`src/rtl/packet_parser_if.sv`:
```
// Capture bus of the data-island receive path: decoded TERC4 bits in,
// reassembled packet, ECC status, AVI status and counters out.
interface packet_parser_if;
  logic         island_valid;
  logic         header_bit;
  logic [3:0]   sub_lo;
  logic [3:0]   sub_hi;
  logic         video_field_end;
  logic [23:0]  header;
  logic [223:0] sub;
  logic         packet_valid;
  logic         header_ecc_ok;
  logic [3:0]   sub_ecc_ok;
  logic         truncated;
  logic         avi_valid;
  logic [6:0]   avi_vic;
  logic         vic_mismatch;
  logic         avi_missing;
  logic [15:0]  packet_count;
  logic [15:0]  error_count;

  modport master (
    output island_valid, header_bit, sub_lo, sub_hi, video_field_end,
    input  header, sub, packet_valid, header_ecc_ok, sub_ecc_ok, truncated,
           avi_valid, avi_vic, vic_mismatch, avi_missing, packet_count, error_count
  );

  modport slave (
    input  island_valid, header_bit, sub_lo, sub_hi, video_field_end,
    output header, sub, packet_valid, header_ecc_ok, sub_ecc_ok, truncated,
           avi_valid, avi_vic, vic_mismatch, avi_missing, packet_count, error_count
  );
endinterface

```
`src/rtl/packet_parser.sv`:
```
// Reassembles 32-pixel data-island packets, checks BCH parity per block,
// classifies AVI InfoFrames and tracks one AVI per video field.
module packet_parser #(
  parameter logic [6:0] EXPECTED_VIC = 7'd4
) (
  input logic            clk_pixel,
  input logic            reset,
  packet_parser_if.slave bus
);

  typedef enum logic {IDLE, COLLECT} state_t;

  localparam logic [23:0] AVI_HB = 24'h0D0282;

  state_t           state;
  logic [4:0]       k;
  logic [30:0]      hdr_sr;
  logic [3:0][61:0] sub_sr;
  logic [7:0]       e_hdr;
  logic [3:0][7:0]  e_sub;
  logic             field_flag;

  logic [4:0]       pix;
  logic [31:0]      full_hdr;
  logic [3:0][63:0] full_sub;
  logic [7:0]       e_hdr_next;
  logic [3:0][7:0]  e_sub_next;
  logic             hdr_ok;
  logic [3:0]       sub_ok;
  logic             all_ok;
  logic             avi_ok;
  logic [7:0]       csum;

  function automatic logic [7:0] ecc_step(input logic [7:0] e, input logic d);
    return (e >> 1) ^ ((e[0] ^ d) ? 8'h83 : 8'h00);
  endfunction

  function automatic logic [15:0] sat_inc(input logic [15:0] c);
    return (c == 16'hFFFF) ? c : c + 16'd1;
  endfunction

  // Current pixel's bits are merged with the shift registers so pixel 31
  // can be judged and latched in the same cycle it arrives.
  always_comb begin
    // NOTE: every variable gets a default before any conditional update, so no latch is inferred.
    pix        = (state == IDLE) ? 5'd0 : k;
    full_hdr   = {bus.header_bit, hdr_sr};
    e_hdr_next = e_hdr;
    if (pix < 5'd24)
      e_hdr_next = ecc_step((pix == 5'd0) ? 8'h00 : e_hdr, bus.header_bit);
    hdr_ok = (e_hdr == full_hdr[31:24]);
    // NOTE: csum is a running sum inside one combinational pass, so it uses blocking updates.
    csum = full_hdr[7:0] + full_hdr[15:8] + full_hdr[23:16];
    for (int j = 0; j < 4; j++) begin
      full_sub[j]   = {bus.sub_hi[j], bus.sub_lo[j], sub_sr[j]};
      e_sub_next[j] = e_sub[j];
      if (pix < 5'd28)
        e_sub_next[j] = ecc_step(ecc_step((pix == 5'd0) ? 8'h00 : e_sub[j], bus.sub_lo[j]),
                                 bus.sub_hi[j]);
      sub_ok[j] = (e_sub[j] == full_sub[j][63:56]);
      for (int b = 0; b < 7; b++)
        csum = csum + full_sub[j][8*b +: 8];
    end
    all_ok = hdr_ok && (&sub_ok);
    avi_ok = all_ok && (full_hdr[23:0] == AVI_HB) && (csum == 8'h00);
  end

  // NOTE: the capture shift registers are pure datapath, fully refilled by every packet before use, so they carry no reset.
  always_ff @(posedge clk_pixel) begin
    if (bus.island_valid) begin
      hdr_sr <= full_hdr[31:1];
      for (int j = 0; j < 4; j++)
        sub_sr[j] <= full_sub[j][63:2];
    end
  end

  always_ff @(posedge clk_pixel) begin
    if (reset) begin
      state             <= IDLE;
      k                 <= 5'd0;
      e_hdr             <= 8'h00;
      e_sub             <= '0;
      field_flag        <= 1'b0;
      bus.header        <= '0;
      bus.sub           <= '0;
      bus.packet_valid  <= 1'b0;
      bus.header_ecc_ok <= 1'b0;
      bus.sub_ecc_ok    <= 4'b0000;
      bus.truncated     <= 1'b0;
      bus.avi_valid     <= 1'b0;
      bus.avi_vic       <= 7'd0;
      bus.vic_mismatch  <= 1'b0;
      bus.avi_missing   <= 1'b0;
      bus.packet_count  <= 16'd0;
      bus.error_count   <= 16'd0;
    end else begin
      bus.packet_valid <= 1'b0;
      bus.truncated    <= 1'b0;
      bus.avi_valid    <= 1'b0;
      bus.avi_missing  <= 1'b0;

      if (bus.island_valid) begin
        e_hdr <= e_hdr_next;
        e_sub <= e_sub_next;
      end

      unique case (state)
        IDLE: begin
          if (bus.island_valid) begin
            state <= COLLECT;
            k     <= 5'd1;
          end
        end
        COLLECT: begin
          if (!bus.island_valid) begin
            state           <= IDLE;
            k               <= 5'd0;
            bus.truncated   <= 1'b1;
            bus.error_count <= sat_inc(bus.error_count);
          end else if (k == 5'd31) begin
            // IDLE treats a still-high island_valid as pixel 0, so back-to-back packets need no gap.
            state             <= IDLE;
            k                 <= 5'd0;
            bus.header        <= full_hdr[23:0];
            for (int j = 0; j < 4; j++)
              bus.sub[56*j +: 56] <= full_sub[j][55:0];
            bus.header_ecc_ok <= hdr_ok;
            bus.sub_ecc_ok    <= sub_ok;
            bus.packet_valid  <= 1'b1;
            bus.packet_count  <= sat_inc(bus.packet_count);
            if (!all_ok)
              bus.error_count <= sat_inc(bus.error_count);
            if (avi_ok) begin
              bus.avi_valid    <= 1'b1;
              bus.avi_vic      <= full_sub[0][38:32];
              bus.vic_mismatch <= (full_sub[0][38:32] != EXPECTED_VIC);
            end
          end else begin
            k <= k + 5'd1;
          end
        end
      endcase

      // An AVI pulsing in the same cycle as the field end belongs to the ending field.
      if (bus.video_field_end) begin
        bus.avi_missing <= !(field_flag || bus.avi_valid);
        field_flag      <= 1'b0;
      end else if (bus.avi_valid) begin
        field_flag <= 1'b1;
      end
    end
  end

endmodule

```
`src/flat_wrapper.sv`:
```
// flat-port wrapper written by rule: the top's interface ports become plain ports
module packet_parser_flat 
#(
  parameter logic [6:0] EXPECTED_VIC = 7'd4
)
  (clk_pixel, reset, bus_island_valid, bus_header_bit, bus_sub_lo, bus_sub_hi, bus_video_field_end, bus_header, bus_sub, bus_packet_valid, bus_header_ecc_ok, bus_sub_ecc_ok, bus_truncated, bus_avi_valid, bus_avi_vic, bus_vic_mismatch, bus_avi_missing, bus_packet_count, bus_error_count);
  packet_parser_if bus_i ();
  input logic clk_pixel;
  input logic reset;
  input wire logic [$bits(bus_i.island_valid)-1:0] bus_island_valid;
  input wire logic [$bits(bus_i.header_bit)-1:0] bus_header_bit;
  input wire logic [$bits(bus_i.sub_lo)-1:0] bus_sub_lo;
  input wire logic [$bits(bus_i.sub_hi)-1:0] bus_sub_hi;
  input wire logic [$bits(bus_i.video_field_end)-1:0] bus_video_field_end;
  output wire logic [$bits(bus_i.header)-1:0] bus_header;
  output wire logic [$bits(bus_i.sub)-1:0] bus_sub;
  output wire logic [$bits(bus_i.packet_valid)-1:0] bus_packet_valid;
  output wire logic [$bits(bus_i.header_ecc_ok)-1:0] bus_header_ecc_ok;
  output wire logic [$bits(bus_i.sub_ecc_ok)-1:0] bus_sub_ecc_ok;
  output wire logic [$bits(bus_i.truncated)-1:0] bus_truncated;
  output wire logic [$bits(bus_i.avi_valid)-1:0] bus_avi_valid;
  output wire logic [$bits(bus_i.avi_vic)-1:0] bus_avi_vic;
  output wire logic [$bits(bus_i.vic_mismatch)-1:0] bus_vic_mismatch;
  output wire logic [$bits(bus_i.avi_missing)-1:0] bus_avi_missing;
  output wire logic [$bits(bus_i.packet_count)-1:0] bus_packet_count;
  output wire logic [$bits(bus_i.error_count)-1:0] bus_error_count;
  assign bus_i.island_valid = bus_island_valid;
  assign bus_i.header_bit = bus_header_bit;
  assign bus_i.sub_lo = bus_sub_lo;
  assign bus_i.sub_hi = bus_sub_hi;
  assign bus_i.video_field_end = bus_video_field_end;
  assign bus_header = bus_i.header;
  assign bus_sub = bus_i.sub;
  assign bus_packet_valid = bus_i.packet_valid;
  assign bus_header_ecc_ok = bus_i.header_ecc_ok;
  assign bus_sub_ecc_ok = bus_i.sub_ecc_ok;
  assign bus_truncated = bus_i.truncated;
  assign bus_avi_valid = bus_i.avi_valid;
  assign bus_avi_vic = bus_i.avi_vic;
  assign bus_vic_mismatch = bus_i.vic_mismatch;
  assign bus_avi_missing = bus_i.avi_missing;
  assign bus_packet_count = bus_i.packet_count;
  assign bus_error_count = bus_i.error_count;
  packet_parser #(.EXPECTED_VIC(EXPECTED_VIC)) u_core (.clk_pixel(clk_pixel), .reset(reset), .bus(bus_i));
endmodule
```
`config.mk`:
```
export PLATFORM = sky130hd
export DESIGN_NAME = packet_parser_flat
export DESIGN_NICKNAME = d
export VERILOG_FILES = /design/src/rtl/packet_parser_if.sv /design/src/rtl/packet_parser.sv /design/src/flat_wrapper.sv
export SDC_FILE = /design/constraint.sdc
export NUM_CORES = 1
export LEC_CHECK = 0
export CAP_MARGIN = 20
export CORE_UTILIZATION = 30
export DETAILED_ROUTE_END_ITERATION = 8
export REMOVE_ABC_BUFFERS = 1
export SYNTH_ARGS = -nofsm -noshare
export SYNTH_HDL_FRONTEND = slang
export SYNTH_SLANG_ARGS = --single-unit
```
`constraint.sdc`:
```
create_clock -name clk_pixel -period 11.3 [get_ports clk_pixel]
set_clock_uncertainty 0.1 [all_clocks]
set_input_delay 2.26 -clock clk_pixel [delete_from_list [all_inputs] [get_ports clk_pixel]]
set_output_delay 2.26 -clock clk_pixel [all_outputs]
set_load 0.01 [all_outputs]
```
=== Word level (Yosys, flattened, before mapping) ===
Cells that the tools add are included.
W data, S select, Z words.

* Bits in registers: 623
* Input port bits: 13
* Output and inout bits: 297
* Word-level logic and storage cells: 145

* Add/subtract/negate cells: 33
* Order comparisons: 2
* Equality and inequality tests: 13
* Muxes and demuxes: 30
* Bitwise logic cells: 23
* Reductions and logical operators: 19

{| class="wikitable"
|+ Operators with widths
! kind !! count
|-
| $add A8 B8 Y8 || 30
|-
| $mux W8 || 14
|-
| $xor A7 B8 Y8 || 9
|-
| $mux W16 || 4
|-
| $eq A8 B8 Y1 || 5
|-
| $add A16 B1 Y16 const B || 2
|-
| $eq A16 B16 Y1 const B || 2
|-
| $eq A24 B20 Y1 const B || 1
|-
| $mux W5 || 4
|-
| $reduce_and A4 Y1 || 3
|-
| $lt A5 B5 Y1 const B || 2
|-
| $pmux W5 S2 || 1
|-
| $xor A1 B1 Y1 || 9
|-
| $logic_not A8 Y1 || 1
|-
| $ne A7 B3 Y1 const B || 1
|-
| $mux W1 || 6
|-
| $reduce_and A3 Y1 || 2
|-
| $reduce_or A2 Y1 || 3
|-
| $add A5 B1 Y5 const B || 1
|-
| $eq A5 B5 Y1 const B || 1
|-
| $logic_not A5 Y1 || 1
|-
| $not A1 Y1 || 5
|-
| $ne A2 B2 Y1 const B || 2
|-
| $reduce_and A2 Y1 || 2
|-
| other kinds (7) || 9
|}

=== Longest topological paths before layout ===
* Word-level depth: 33
* Depth in mapped cells: 25
* Mapped depth without buffers: 25

=== Worst setup path after synthesis ===
OpenSTA, ideal clock, no wires.

* Kind: reg-to-reg
* Start point: reg u_core.sub_sr (netlist bit u_core.full_sub[218])
* End point: reg u_core.bus.vic_mismatch
* Library setup time: 91 ps
* Arrival time: 6,469 ps
* Setup slack: 4,640 ps
* Cell stages (with the launch flop): 23
* Path buffers: 0
* Period minus slack after synthesis: 6,660 ps
* Cells stage by stage: edfxtp_1 > fa_1 > inv_1 > fa_1 > fa_1 > inv_1 > fa_1 > fa_1 > inv_1 > fa_1 > fa_1 > inv_1 > fa_1 > ha_1 > inv_1 > fa_1 > nor4bb_1 > nand4_1 > nor2_1 > nand3_1 > nor3_2 > a21oi_2 > a311oi_1

* Word-level cells in the longest chain between the ends: 7

{| class="wikitable"
|+ RTL lines
! item !! RTL line !! text
|-
| from (decl) || packet_parser.sv:18 || <nowiki>logic [3:0][61:0] sub_sr;</nowiki>
|-
| from (signal, indexed assignment) || packet_parser.sv:73 || <nowiki>sub_sr[j] <= full_sub[j][63:2];</nowiki>
|-
| $add A8 B8 Y8 (4 in a row) || packet_parser.sv:62 || <nowiki>csum = csum + full_sub[j][8*b +: 8];</nowiki>
|-
| $logic_not A8 Y1 || packet_parser.sv:65 || <nowiki>avi_ok = all_ok && (full_hdr[23:0] == AVI_HB) && (csum == 8'h00);</nowiki>
|-
| $logic_and A1 B1 Y1 || packet_parser.sv:65 ||
|-
| $reduce_and A4 Y1 (no source line) || -- ||
|-
| to (signal assigned) || packet_parser.sv:136 || <nowiki>bus.vic_mismatch <= (full_sub[0][38:32] != EXPECTED_VIC);</nowiki>
|-
| to (decl) || packet_parser_if.sv:31 || <nowiki>avi_valid, avi_vic, vic_mismatch, avi_missing, packet_count, error_count</nowiki>
|}

Every way passes these cells.
A chain may end at the register's enable or synchronous reset.

=== Worst setup path after layout ===
* Start point: reg u_core.sub_sr (netlist bit u_core.full_sub[194])
* End point: reg u_core.bus.vic_mismatch

* Word-level cells in the longest chain between the ends: 10

{| class="wikitable"
|+ RTL lines
! item !! RTL line
|-
| $add A8 B8 Y8 (7 in a row) || packet_parser.sv:62
|-
| $logic_not A8 Y1 || packet_parser.sv:65
|-
| $logic_and A1 B1 Y1 || packet_parser.sv:65
|-
| $reduce_and A4 Y1 (no source line) || --
|}

Every way passes these cells.

==> run summary <==
The signal on the critical path passes through fa_1, inv_1, fa_1, fa_1, fa_1, fa_1, fa_1, fa_1, inv_1, fa_1, ha_1, inv_1, fa_1, nor4bb_1, nand4_1, nor2_1, nand3_1, nor3_2, a21oi_2, a311oi_1. In this run, post-CTS hold repair placed 0 buffers. The initial antenna violation count was 0. TritonCTS built the clock tree. The internal portion of the total power is 6.72 mW. The number of pins exceeding their max-slew limit in the final report was 0; the post-route minimum period was 7.24 ns. The tool flagged a number of max-cap violations equal to 0. During synthesis, Yosys emitted a total of 0 warnings. Of the total power, the clock network draws 20.5%. From synthesis to final layout, the design area changed by 25.2%.

310 I/O pins were placed. The share of power burned in registers was 22.3%; the number of DRC markers in iteration 0 was 1081. Setup repair after global routing left no endpoint under its margin. Hold is met by 0.322 ns.

The logs give 623 for the number of clock sinks seen by CTS and 0 for the number of nets with antenna violations after routing. The floorplan die width was 299 um. The post-layout total power was 11.3 mW; the number of global-route vias before repair was 17300.

The detail-routed via count per cell was 4.52. For this run, the leading register cell type out of synthesis is sky130_fd_sc_hd__dfxtp_1. The first global-routing pass estimated 109000 um of wire. The area of the die was 89400 um2. Data on the critical path is required at its endpoint by 11.72 ns.

Entering global routing, the biggest net connects 180 pins. The run gives 73000 um as the total wirelength of the detailed-routed design. Data on the critical path arrives at its endpoint at 7.66 ns. The wire-length estimate of the detail-placed layout is 52500 um. Yosys mapped a number of flops with a built-in enable equal to 279.

The mean instance size in the synthesized netlist was 11.4 um2. STA classifies the critical path endpoint as a flip-flop. The core box area is 87000 um2, and the global-route congestion overflow total is 0. Synthesis handed over a netlist of 2323 instances. The highest net fanout along the worst path is 9.

The power density relative to cell area was 340 nW/um2. The classification of the worst-slack hold path is flip-flop to flip-flop. The DRC violation count after routing is 0. Final routed wire length divided by cell count: 19.1 um.

Final-stage net count: 2831. Simple-gate share of the synthesized area: 11.1%. The number of flip-flops and latches in the synthesized netlist works out to 623. For this design the total switching power over the nets is 4.55 mW. Fraction of registers with async set/reset: 0%. Net switching is 40.4% of the power. The transition time of the tightest slew-check pin is 1.17 ns, and the total number of vias is 17300.

The post-synthesis compound-gate area fraction works out to 7.29%. The post-cts gate resize count was 0. The cell with the largest stage delay on the worst path is sky130_fd_sc_hd__fa_1. The part of the total power dissipated in combinational logic came out at 57.3%. Share of cell area taken by muxes after synthesis: 0.114%. The final-report hold violation count was 0; the share of the yosys chip area belonging to registers was 57.7%.

Summing the areas of all xor and xnor instances in the mapped netlist gives 5.28% of the synthesized area. The floorplan die height came out at 299 um. The startpoint type of the worst setup path is a flip-flop. In this design, the stage delay of the slowest critical-path cell is 0.60 ns. The number of clock buffers added by TritonCTS is 71.

Adding up every negative setup slack in the final design gives 0 ns. Fraction of final layout cells with drive strength greater than 1: 5.61%. Register clock-pin slew on the reported worst setup and hold paths: 0.06 ns. The run finished with clean final reports. The cell occurring most often along the worst timing path is sky130_fd_sc_hd__fa_1. After clock tree synthesis, the setup repair step added 0 buffers.

The period utilization works out to 64.1%. Routability-driven placement finished with a final weighted congestion of 0.842. On the critical path the largest part of the delay comes from adder cells. The tools report the total number of placement rows as 108.

The number of buffer and inverter instances along the worst setup path is 3. For the synthesized area, the log shows 26500 um2. The effective utilization at floorplan is 30.4%.

The worst setup path is of the flip-flop to flip-flop kind. The cell sitting at the root of the clock tree is a sky130_fd_sc_hd__clkbuf_16. The number of antenna diodes in the final layout is 0.

The run gives 138 MHz as the timing-limited maximum frequency. At the later pin of the worst-skew pair, clock insertion delay measures 0.63 ns. The number of iterations in the first detailed-routing pass is 7. The netlist uses 53 different library cells. The main combinational cell family by area after synthesis is adder cells. The setup-violating endpoint count in the final report was 0; the worst slew slack as a fraction of its limit was 22.3%. Summing the areas of all fa, ha and maj instances in the mapped netlist gives 14.7% of the synthesized area. For this run, the share of the core covered by cells in the final layout is 38.0%.

The number of buffers added on ports works out to 309. The fill cell instance count of the final layout is 8600. The maximum buffer depth of the clock tree is 3. Across every metal layer, demand over resource in global routing totals 16.3%. In this run the number of H-tree levels came out at 3. The worst-case IR drop observed on VDD is 1.41 mV. Cell leakage power: 11.4 nW.
## path summary, 6_finish.rpt
kind	startpoint	endpoint	slack, ns	cells past startpoint
max reg2reg	u_core.full_sub[194]	u_core.bus.vic_mismatch	4.06	20
min reg2reg	u_core.field_flag	u_core.bus.avi_missing	0.32	1
min	u_core.field_flag	u_core.bus.avi_missing	0.32	1
max	u_core.full_sub[194]	u_core.bus.vic_mismatch	4.06	20
## cell usage in the layout, fill, tap and decap left out, types with 7 or more instances in the layout
cell and count:
sky130_fd_sc_hd__a211oi_1 10, sky130_fd_sc_hd__a21oi_1 298, sky130_fd_sc_hd__a22oi_1 18, sky130_fd_sc_hd__and3_1 7, sky130_fd_sc_hd__buf_4 13, sky130_fd_sc_hd__clkbuf_1 8
sky130_fd_sc_hd__clkbuf_16 75, sky130_fd_sc_hd__clkdlybuf4s50_1 307, sky130_fd_sc_hd__clkinv_2 17, sky130_fd_sc_hd__dfxtp_1 344, sky130_fd_sc_hd__edfxtp_1 279, sky130_fd_sc_hd__fa_1 177
sky130_fd_sc_hd__ha_1 27, sky130_fd_sc_hd__inv_1 159, sky130_fd_sc_hd__nand2_1 531, sky130_fd_sc_hd__nand3_1 32, sky130_fd_sc_hd__nand4_1 18, sky130_fd_sc_hd__nor2_1 82
sky130_fd_sc_hd__nor3_1 7, sky130_fd_sc_hd__nor4_1 11, sky130_fd_sc_hd__o21ai_0 7, sky130_fd_sc_hd__o21ai_1 14, sky130_fd_sc_hd__or3_1 9, sky130_fd_sc_hd__xnor2_1 121
sky130_fd_sc_hd__xor2_1 22
## logic make-up after synthesis
family | Yosys count
and+or+nand+nor | 717
DFF | 623
buffers and inverters | 265
adders and majority gates | 204
AOI/OAI and AO/OA | 361
xor gates and xnor gates | 150
muxes | 3
## cell type report
cell class	count	area, um2	area share, %
Clock buffer	89	1990	6.01
Clock inverter	43	380	1.15
Sequential cell	623	15300	46.1
Inverter	159	597	1.80
Timing Repair Buffer	324	3240	9.79
Multi-Input combinational cell	1435	10200	30.8
Tap cell	1155	1450	4.36
## synthesized netlist by cell type (all sizes together), types with 2 or more instances
library cell	instances	area share, %
nor4b	4	0.13
nor4	11	0.26
inv	159	2.3
nand2	531	7.5
o21a	2	0.057
nand3	33	0.62
ha	27	1.3
nor3	8	0.17
buf	3	0.076
a21o	2	0.057
nor2	83	1.2
a22oi	18	0.51
or3	9	0.21
xnor2	126	4.4
a31oi	2	0.047
a41oi	2	0.095
o21ai	21	0.40
and3	7	0.17
fa	177	13
a211oi	10	0.28
clkbuf	103	1.5
nand4	18	0.43
dfxtp	344	26
and2	2	0.047
edfxtp	279	32
mux2i	3	0.11
and4	3	0.099
a21oi	299	5.7
xor2	23	0.79
## worst reg2reg max path, delay by kind of cell, from the launching register on
family	cells	cell delay, ns
fa+ha+maj	10	4.87
simple gates	5	1.21
compound gates	2	0.37
buf+inv	3	0.17
flops	1	0.43
## power groups by stage
stage	Sequential (mW)	Combinational [mW]	Clock (mW)
CTS	2.51	6.55	2.38
global route	2.52	7.07	2.47
detailed placement	2.56	6.56	0
floorplan	2.53	5.53	0
global placement	2.56	6.43	0
finish	2.51	6.45	2.31
## flip-flops by register name, summed over array words and instances, names as in the netlist, 4 cells and up
name,count
u_core.bus.avi_vic,7
u_core.bus.error_count,16
u_core.bus.header,24
u_core.bus.packet_count,16
u_core.bus.sub,224
u_core.bus.sub_ecc_ok,4
u_core.e_hdr,8
u_core.e_sub,32
u_core.full_sub,248
u_core.hdr_sr,31
u_core.k,5
## per-stage QoR
step,cell area (um2),std cells,setup WS (ns)
2_1_floorplan,26000,2217,0.935
3_3_place_gp,30700,3696,4.21
3_5_place_dp,30700,3696,4.10
4_1_cts,33100,3828,4.05
5_1_grt,33100,3828,3.72
6_report,33100,3828,4.06
## routing by layer
metal	wire, um	track usage, %	up-vias
met5	0	0	-
met4	1360	4.36	0
met3	5150	4.38	85
met2	35100	26.6	410
met1	31400	21.3	8569
li1	-	-	8256
No activity file was read; power rests on OpenSTA's default activity.
